## src/rtl/disp_scheduler.sv

```systemverilog
// disp_scheduler: round-robin selector for four signed byte sources, converting the
// chosen value to blanked, sign-aware BCD for a four-digit display.
module disp_scheduler #(
  parameter int unsigned DWELL = 50000000
) (
  input  logic        clk,
  input  logic        rst_n,
  input  logic [31:0] src_data,
  input  logic [3:0]  src_req,
  input  logic        btn,
  input  logic        auto_en,
  output logic [1:0]  sel,
  output logic [15:0] bin,
  output logic [3:0]  neg,
  output logic [3:0]  en,
  output logic        busy
);

  typedef enum logic [2:0] {
    IDLE = 3'd0,
    ARB  = 3'd1,
    CONV = 3'd2,
    PUB  = 3'd3,
    SHOW = 3'd4
  } state_t;

  localparam logic [25:0] DWELL_LAST = 26'(DWELL - 1);

  state_t      state, state_nxt;
  logic        btn_q;
  logic [25:0] dwell_cnt;
  logic [7:0]  lat_data;
  logic [1:0]  gnt;
  logic        refresh;
  logic [19:0] dd;
  logic [2:0]  conv_cnt;

  logic [7:0]  cur_data, gnt_data, mag;
  logic        btn_fall, dwell_exp, any_req;
  logic        adv_evt, ref_evt, take_ref, enter_arb;
  logic [1:0]  next_sel, arb_sel, rr_idx;
  logic [3:0]  dig_h, dig_t, dig_o;
  logic [3:0]  en_fmt, neg_fmt;

  assign cur_data  = src_data[{sel, 3'b000} +: 8];
  assign btn_fall  = btn_q & ~btn;
  assign dwell_exp = auto_en && (dwell_cnt == DWELL_LAST);
  assign any_req   = |src_req;
  assign busy      = (state == ARB) || (state == CONV) || (state == PUB);
  assign enter_arb = (state_nxt == ARB);

  // Scan from farthest to nearest so the nearest requester after sel wins.
  always_comb begin
    next_sel = sel;
    rr_idx   = sel;
    for (int k = 4; k >= 1; k--) begin
      rr_idx = sel + 2'(k);
      if (src_req[rr_idx]) next_sel = rr_idx;
    end
  end

  assign arb_sel  = refresh ? sel : next_sel;
  assign gnt_data = src_data[{arb_sel, 3'b000} +: 8];
  assign mag      = gnt_data[7] ? (~gnt_data + 8'd1) : gnt_data;

  always_ff @(posedge clk or negedge rst_n) begin
    if (!rst_n) state <= IDLE;
    else        state <= state_nxt;
  end

  always_comb begin
    state_nxt = state;
    adv_evt   = 1'b0;
    ref_evt   = 1'b0;
    take_ref  = 1'b0;
    case (state)
      IDLE: begin
        adv_evt = btn_fall | dwell_exp | any_req;
        if (adv_evt) state_nxt = ARB;
      end
      SHOW: begin
        adv_evt = btn_fall | dwell_exp | ~src_req[sel];
        ref_evt = (cur_data != lat_data);
        if (adv_evt || ref_evt) begin
          state_nxt = ARB;
          take_ref  = ~adv_evt;
        end
      end
      ARB:     state_nxt = (refresh || any_req) ? CONV : IDLE;
      CONV:    if (conv_cnt == 3'd7) state_nxt = PUB;
      PUB:     state_nxt = SHOW;
      default: state_nxt = IDLE;
    endcase
  end

  // One double-dabble iteration: BCD lives in [19:8], binary in [7:0].
  function automatic logic [19:0] dd_step(input logic [19:0] v);
    logic [19:0] a;
    a = v;
    for (int d = 0; d < 3; d++) begin
      if (a[8 + 4*d +: 4] >= 4'd5) a[8 + 4*d +: 4] = a[8 + 4*d +: 4] + 4'd3;
    end
    return {a[18:0], 1'b0};
  endfunction

  assign dig_h = dd[19:16];
  assign dig_t = dd[15:12];
  assign dig_o = dd[11:8];

  always_comb begin
    en_fmt  = 4'b0001;
    neg_fmt = 4'b0000;
    if (dig_h != 4'd0)      en_fmt = 4'b0111;
    else if (dig_t != 4'd0) en_fmt = 4'b0011;
    if (lat_data[7]) begin
      neg_fmt = en_fmt + 4'd1;
      en_fmt  = en_fmt | neg_fmt;
    end
  end

  always_ff @(posedge clk or negedge rst_n) begin
    if (!rst_n) begin
      btn_q     <= 1'b1;
      dwell_cnt <= 26'd0;
      lat_data  <= 8'd0;
      gnt       <= 2'd0;
      refresh   <= 1'b0;
      dd        <= 20'd0;
      conv_cnt  <= 3'd0;
      sel       <= 2'd0;
      bin       <= 16'd0;
      neg       <= 4'd0;
      en        <= 4'd0;
    end else begin
      btn_q <= btn;
      if (enter_arb || !auto_en) dwell_cnt <= 26'd0;
      else if (state == SHOW)    dwell_cnt <= dwell_cnt + 26'd1;
      if (enter_arb) refresh <= take_ref;
      case (state)
        ARB: begin
          if (refresh || any_req) begin
            gnt      <= arb_sel;
            lat_data <= gnt_data;
            dd       <= {12'd0, mag};
            conv_cnt <= 3'd0;
          end else begin
            en  <= 4'd0;
            neg <= 4'd0;
          end
        end
        CONV: begin
          dd       <= dd_step(dd);
          conv_cnt <= conv_cnt + 3'd1;
        end
        PUB: begin
          sel <= gnt;
          bin <= {4'd0, dig_h, dig_t, dig_o};
          en  <= en_fmt;
          neg <= neg_fmt;
        end
        default: ;
      endcase
    end
  end

endmodule

```

## config.mk

```make
export PLATFORM = sky130hd
export DESIGN_NAME = disp_scheduler
export DESIGN_NICKNAME = d
export VERILOG_FILES = /design/src/rtl/disp_scheduler.sv
export SDC_FILE = /design/constraint.sdc
export NUM_CORES = 1
export LEC_CHECK = 0
export CAP_MARGIN = 20
export CORE_MARGIN = 5
export CORE_UTILIZATION = 50
export CTS_BUF_LIST = sky130_fd_sc_hd__clkbuf_8 sky130_fd_sc_hd__clkbuf_16
export DETAILED_ROUTE_END_ITERATION = 10
export GPL_TIMING_DRIVEN = 0
export PLACE_DENSITY_LB_ADDON = 0.1
export SKIP_CTS_REPAIR_TIMING = 1
export SLEW_MARGIN = 40
export SYNTH_ARGS = -nofsm -noshare
export SYNTH_HDL_FRONTEND = slang
export SYNTH_SLANG_ARGS = --single-unit
export TNS_END_PERCENT = 20
```

## constraint.sdc

```tcl
create_clock -name clk -period 2.6 [get_ports clk]
set_input_delay 0.39 -clock clk [delete_from_list [all_inputs] [get_ports clk]]
set_output_delay 0.39 -clock clk [all_outputs]
set_load 0.005 [all_outputs]
```

== After elaboration in Yosys (flattened, before gate mapping) ==
Index checks and enable logic that the tools add are counted.

* Add/subtract/negate cells: 10
* Multiply operators: 0
* Reductions and logical operators: 17
* Bitwise logic cells: 9
* Divide/modulo/power cells: 0
* Magnitude comparators: 7
* Shifts and indexed selects: 2
* Mux-type cells: 36
* Equal/unequal tests: 10

{| class="wikitable"
|+ Operator list
! kind !! count
|-
| 32-bit by 6-bit variable part select with 8-bit output || 2
|-
| 26-bit two-way mux || 2
|-
| 20-bit one-hot mux with 2 select lines || 1
|-
| 26-bit by 1-bit adder with 26-bit output (second input constant) || 1
|-
| 26-bit equality test (second input constant) || 1
|-
| 20-bit two-way mux || 1
|-
| 4-bit two-way mux || 5
|-
| 3-bit two-way mux || 6
|-
| 4-bit one-hot mux with 2 select lines || 2
|-
| 3-bit one-hot mux with 5 select lines || 1
|-
| 4-bit by 3-bit greater-or-equal comparator with 1-bit output (second input constant) || 3
|-
| 2-bit by 3-bit < comparator with 1-bit output (second input constant) || 4
|-
| 2-bit two-way mux || 6
|-
| 4-bit by 2-bit adder with 4-bit output (second input constant) || 2
|-
| 8-bit by 1-bit adder with 8-bit output (second input constant) || 1
|-
| 1-bit binary-select mux with 2-bit select || 4
|-
| 8-bit two-way mux || 1
|-
| 8-bit inequality test || 1
|-
| 8-bit inverter || 1
|-
| 4-bit nonzero test || 2
|-
| 3-bit by 1-bit equality test with 1-bit output (second input constant) || 2
|-
| 3-bit by 2-bit equality test with 1-bit output (second input constant) || 2
|-
| 3-bit equality test (second input constant) || 2
|-
| 1-bit two-way mux || 6
|-
| other kinds (19) || 32
|}

* Bits in read-only memories: 0
* Bits in latches: 0
* Memory bits (writable): 0
* Memories: 0
* Input port bits: 40
* Register bits after elaboration: 86

== Longest topological paths before layout ==
* Depth after elaboration: 13
* Mapped depth: 13
* Gate-level depth less buffers: 10

== Worst setup path before layout ==
Ideal clock, no wire load.

* Path kind: register to register
* Start point: reg sel[1]
* End point: reg dd[6]
* Buffers on the path: 2
* Cell stages (with the launch flop): 12
* Path slack: -26 ps
* Period minus slack after synthesis: 2626 ps
* Arrival time: 2489 ps
* Cell sequence: dfrtp_1 -> buf_6 -> nand2b_1 -> o221a_2 -> nor3_4 -> buf_4 -> mux2_2 -> ha_1 -> o21a_1 -> a41oi_1 -> xor2_1 -> o21ai_0

* Cells in the longest elaborated chain, start to end: 13
* Elaborated cells on any way between the ends: 19
* Those cells by class: 4 x add/sub; 1 x shift; 13 x mux; 1 x bitwise

{| class="wikitable"
|+ Ends and longest elaborated chain
! what !! RTL line !! text
|-
| start, declared || 12 || <nowiki>output logic [1:0] sel,</nowiki>
|-
| start signal, assigned || 156 || <nowiki>sel <= gnt;</nowiki>
|-
| 2-bit adder || 57 || <nowiki>rr_idx = sel + 2'(k);</nowiki>
|-
| 1-bit binary-select mux with 2-bit select || 58 || <nowiki>if (src_req[rr_idx]) next_sel = rr_idx;</nowiki>
|-
| 1-bit two-way mux (implied by the code) || 58 ||
|-
| 2-bit two-way mux (3 in a row) || 58 ||
|-
| 2-bit two-way mux * || 62 || <nowiki>assign arb_sel = refresh ? sel : next_sel;</nowiki>
|-
| 32-bit by 6-bit variable part select with 8-bit output * || 63 || <nowiki>assign gnt_data = src_data[{arb_sel, 3'b000} +: 8];</nowiki>
|-
| 8-bit inverter || 64 || <nowiki>assign mag = gnt_data[7] ? (~gnt_data + 8'd1) : gnt_data;</nowiki>
|-
| 8-bit by 1-bit adder with 8-bit output || 64 ||
|-
| 8-bit two-way mux * || 64 ||
|-
| 20-bit two-way mux * || 141 || <nowiki>if (refresh || any_req) begin</nowiki>
|-
| 20-bit one-hot mux with 2 select lines * || 139 || <nowiki>case (state)</nowiki>
|-
| end signal, assigned || 144 || <nowiki>dd <= {12'd0, mag};</nowiki>
|-
| end signal, assigned || 152 || <nowiki>dd <= dd_step(dd);</nowiki>
|-
| end, declared || 35 || <nowiki>logic [19:0] dd;</nowiki>
|}

Every way passes the cells marked *; elsewhere a longest branch is shown, timed or not. The select of a mux whose other input is x is not followed.
A chain may end at the register's enable or synchronous reset.

== Final worst setup path ==
* Start point: reg sel[1]
* End point: reg dwell_cnt[25]

* Cells in the longest elaborated chain, start to end: 10
* Elaborated cells on any way between the ends: 13
* Those cells by class: 2 x eq/ne; 1 x shift; 5 x mux; 2 x bitwise; 3 x reduce/logical

{| class="wikitable"
|+ Ends and longest elaborated chain
! what !! RTL line !! text
|-
| branches (longest 4 deep; another with 32-bit by 6-bit variable part select with 8-bit output) || -- ||
|-
| 1-bit logical OR * || 84 || <nowiki>if (adv_evt || ref_evt) begin</nowiki>
|-
| 3-bit two-way mux * || 84 ||
|-
| 3-bit one-hot mux with 5 select lines * || 76 || <nowiki>case (state)</nowiki>
|-
| 3-bit by 1-bit equality test with 1-bit output * || 50 || <nowiki>assign enter_arb = (state_nxt == ARB);</nowiki>
|-
| 1-bit logical OR * || 136 || <nowiki>if (enter_arb || !auto_en) dwell_cnt <= 26'd0;</nowiki>
|-
| 26-bit two-way mux or 2-bit nonzero test (tied branches) || -- ||
|-
| end signal, assigned || 137 || <nowiki>else if (state == SHOW) dwell_cnt <= dwell_cnt + 26'd1;</nowiki>
|-
| end, declared || 31 || <nowiki>logic [25:0] dwell_cnt;</nowiki>
|}

Mark *: on every way between the ends. The select of a mux whose other input is x is not followed.

==> flow_summary.toml <==
[final_layout]
count_of_filler_cells_inserted_in_the_layout = 801
drive_gt1_share_pct = 16.05
multiInputGateArea_um2 = 2635
layout.nets = 662
mostFrequentLayoutCell = "sky130_fd_sc_hd__nand2_1"
area_growth_synth_to_finish_pct = 28.46
register_area_um2 = 2103
antenna_cells = 0
mostFrequentLayoutCells = "sky130_fd_sc_hd__nand2_1, sky130_fd_sc_hd__dfrtp_1, sky130_fd_sc_hd__clkdlybuf4s50_1"
layout.cell_area.non_filler_um2 = 6127

[drt]
remaining_drc_errors = 0
detail_route.vias_per_cell = 5.417
route.vias.total = 4041
detailedRoute.firstIterationViolations = 244
drt-total-wl_um = 11540
detail_route.first_pass.iterations = 4
antenna_violating_nets_post_route = 0
routed_wire_length_per_instance_um = 15.47

[worst_hold_path]
number_of_stages_on_the_worst_hold_path = 1
hold_class = "in -> reg"

[pwr]
p_switching_uw = 2371
p_leak_uw = 0.002627
combinationalPowerShare_pct = 53.8
finalPower_uw = 5913
p_int_uw = 3542
power_frac_seq_pct = 31.6
pwr-share-clk_pct = 14.6
switching_share_pct = 40.09
irDropWorstVdd_uv = 513.4
power_density_nw_per_um2 = 965.1

[setup_path]
startpoint_type = "flip-flop"
timing.critical_path.buf_inv = 3
crit_slowest_cell = "sky130_fd_sc_hd__mux4_2"
cp_num_cells = 11
worstPathRequired_ns = 2.88
path_cells = "buf_6 > buf_4 > mux4_2 > xnor2_1 > nand4_1 > o41ai_2 > nand2_1 > nand2_2 > a22oi_2 > buf_6 > nor2_1"
cp_top_family = "simple AND/OR/NAND/NOR gates"
timing.critical_path.arrival_ns = 2.88
worst_r2r_path_depth = 11
setup.worst_path.class = "reg -> reg"
critPathMaxStageDelay_ns = 0.51
end_kind = "flip-flop"
maximum_fanout_encountered_on_the_critical_timing_path = 10
timing.critical_path.mode_cell = "sky130_fd_sc_hd__buf_6"

[grt]
grt_max_degree = 50
grt_antenna_before_repair = 0
number_of_global_route_vias_before_repair = 3788
grt_use_total_pct = 20.20
grt_pass1_wl_um = 18570
globalRoute.totalOverflow = 0

[sta]
fin_crit_ns = 2.603
setup_ws_ns = -0.002582
setup-violations-final = 4
max_slew_margin_pct = 57.49
layout_worst_path_cycle_share_pct = 100.1
max_clk_rate_ghz = 0.3842
timing_worst_slew_pin_value_ns = 0.6377
timing_hold_violations_final = 0
clock_skew_ns = 0.01073
report.final.slew_viol_count = 0
rsz0062_at_grt = "true"

[synth]
ys_seq_elements = 84
async_flop_share_pct = 100.0
synth.lib_cells_used.distinct = 58
synth-edff-count = 0
synth.cell_area_um2 = 4770
post_synth.cell_area_avg_um2 = 9.334
yosysWarningCount = 0
synth_ff_type = "sky130_fd_sc_hd__dfrtp_1"
postSynthCellCount = 511
yosysSeqAreaShare_pct = 44.10

[cts]
clock_tree.buffer_depth = 2
clk_root_buffer_cell = "sky130_fd_sc_hd__clkbuf_8"
cts-htree-levels = 3
clk_latency_ns = 0.36
cts_buffers = 9
cts_sinks = 84
path_clk_slew_ns = 0.08
cts_tree = "yes"

[placed_design]
port-buffer-count = 61
post_dp_cell_area_um2 = 5589
gp_congestion = 0.8494
dp_hpwl_um = 8355
pre_cts_slack_ns = -0.8029

[run_status]
run_status = "finished with violations"
failed_checks = "negative setup slack"

[die]
fp.dieArea_um2 = 11590
coreArea_um2 = 9284
std_cell_rows = 35
initial_utilization_pct = 51.37
die_h_um = 107.7
pin_count = 67
die-width_um = 107.7

[job]
drv.max_cap_violation_count = 0
[cell usage after synthesis, types with 2 or more instances]
cell	number	share of area (%)
sky130_fd_sc_hd__clkbuf_1	12	0.94
sky130_fd_sc_hd__xnor2_1	22	4.0
sky130_fd_sc_hd__o22ai_1	3	0.39
sky130_fd_sc_hd__xor2_1	17	3.1
sky130_fd_sc_hd__buf_2	3	0.31
sky130_fd_sc_hd__mux2_4	2	0.63
sky130_fd_sc_hd__o21ai_0	41	4.3
sky130_fd_sc_hd__mux4_2	9	4.2
sky130_fd_sc_hd__o31ai_1	5	0.79
sky130_fd_sc_hd__a32o_1	6	1.3
sky130_fd_sc_hd__nand3_1	24	2.5
sky130_fd_sc_hd__nor4_1	2	0.26
sky130_fd_sc_hd__a22o_1	3	0.55
sky130_fd_sc_hd__nor2_1	57	4.5
sky130_fd_sc_hd__mux2i_1	12	2.5
sky130_fd_sc_hd__a21oi_1	16	1.7
sky130_fd_sc_hd__nand4b_1	2	0.37
sky130_fd_sc_hd__dfrtp_1	83	44
sky130_fd_sc_hd__nand2b_1	7	0.92
sky130_fd_sc_hd__inv_1	10	0.79
sky130_fd_sc_hd__a211oi_1	2	0.31
sky130_fd_sc_hd__nor2b_1	6	0.79
sky130_fd_sc_hd__and2_1	4	0.52
sky130_fd_sc_hd__ha_1	10	2.6
sky130_fd_sc_hd__a22oi_1	5	0.79
sky130_fd_sc_hd__a211o_1	2	0.37
sky130_fd_sc_hd__nand2_1	88	6.9
sky130_fd_sc_hd__nand4_1	8	1.0
sky130_fd_sc_hd__buf_6	2	0.47
sky130_fd_sc_hd__nor3_1	7	0.73
sky130_fd_sc_hd__or4_1	3	0.47
sky130_fd_sc_hd__o31a_1	3	0.55
sky130_fd_sc_hd__a31oi_1	2	0.26
sky130_fd_sc_hd__buf_4	7	1.1
sky130_fd_sc_hd__mux2_2	3	0.71
[final cells by class]
type                       count  area share (%)
clock buffer                  10           2.246
multi-input combinational    396           43.01
timing repair buffer          85           13.38
inverter                      10          0.6126
buffer                        26           3.145
tap                          129           2.634
clock inverter                 6          0.6535
sequential                    84           34.33
[cell families after synthesis]
kind of cell	share of synthesized area, %
adder cells (fa/ha/maj)	2.623
multiplexers	8.106
AO/OA/AOI/OAI	12.99
AND/OR/NAND/NOR	20.83
buffers and inverters	4.118
other	0.07862
flip-flops	44.10
XOR/XNOR	7.161
[power groups by stage]
stage	sequential [uW]	clock, uW	combinational [uW]
after detailed placement	1890	0	2670
final	1870	862	3180
after CTS	1860	876	2680
after floorplan	1850	0	1800
after global placement	1880	0	2600
after global routing	1920	938	3500
[through the flow]
step	hold WS [ns]	cells	setup TNS, ns	util, %
floorplan	0.09441	515	0	-
global placement	0.4500	705	-184.84	59.89
detailed placement	0.3118	706	-31.78	60.20
CTS	-0.08031	722	-12.51	62.12
global route	0.4754	746	-2.969	66.00
finish	0.4595	746	-0.006985	66.00
[registers in the layout, summed over array words and instances (netlist names)]
name / count
lat_data: 8
conv_cnt: 3
bin: 12
dwell_cnt: 26
dd: 20
refresh: 1
gnt: 2
neg: 3
state: 3
sel: 2
en: 3
btn_q: 1
[worst paths after layout]
kind	startpoint	to	slack (ns)
setup / recovery	sel[1]	dwell_cnt[25]	-0.003
hold / removal	btn	btn_q	0.46
setup reg to reg	sel[1]	dwell_cnt[25]	-0.003
hold reg to reg	bin[6]	bin[6]	0.48
max in group asynchronous	rst_n	dd[8]	1.56
min in group asynchronous	rst_n	dwell_cnt[17]	0.48
[layer usage]
metal / track usage, % / up-vias / wire length [um]
met5: 0 / - / 0
met4: 5.591 / 0 / 161
met3: 4.319 / 16 / 495
met2: 33.61 / 101 / 5673
met1: 26.72 / 1935 / 5206
li1: - / 1989 / -
No activity file was read; power rests on OpenSTA's default activity.
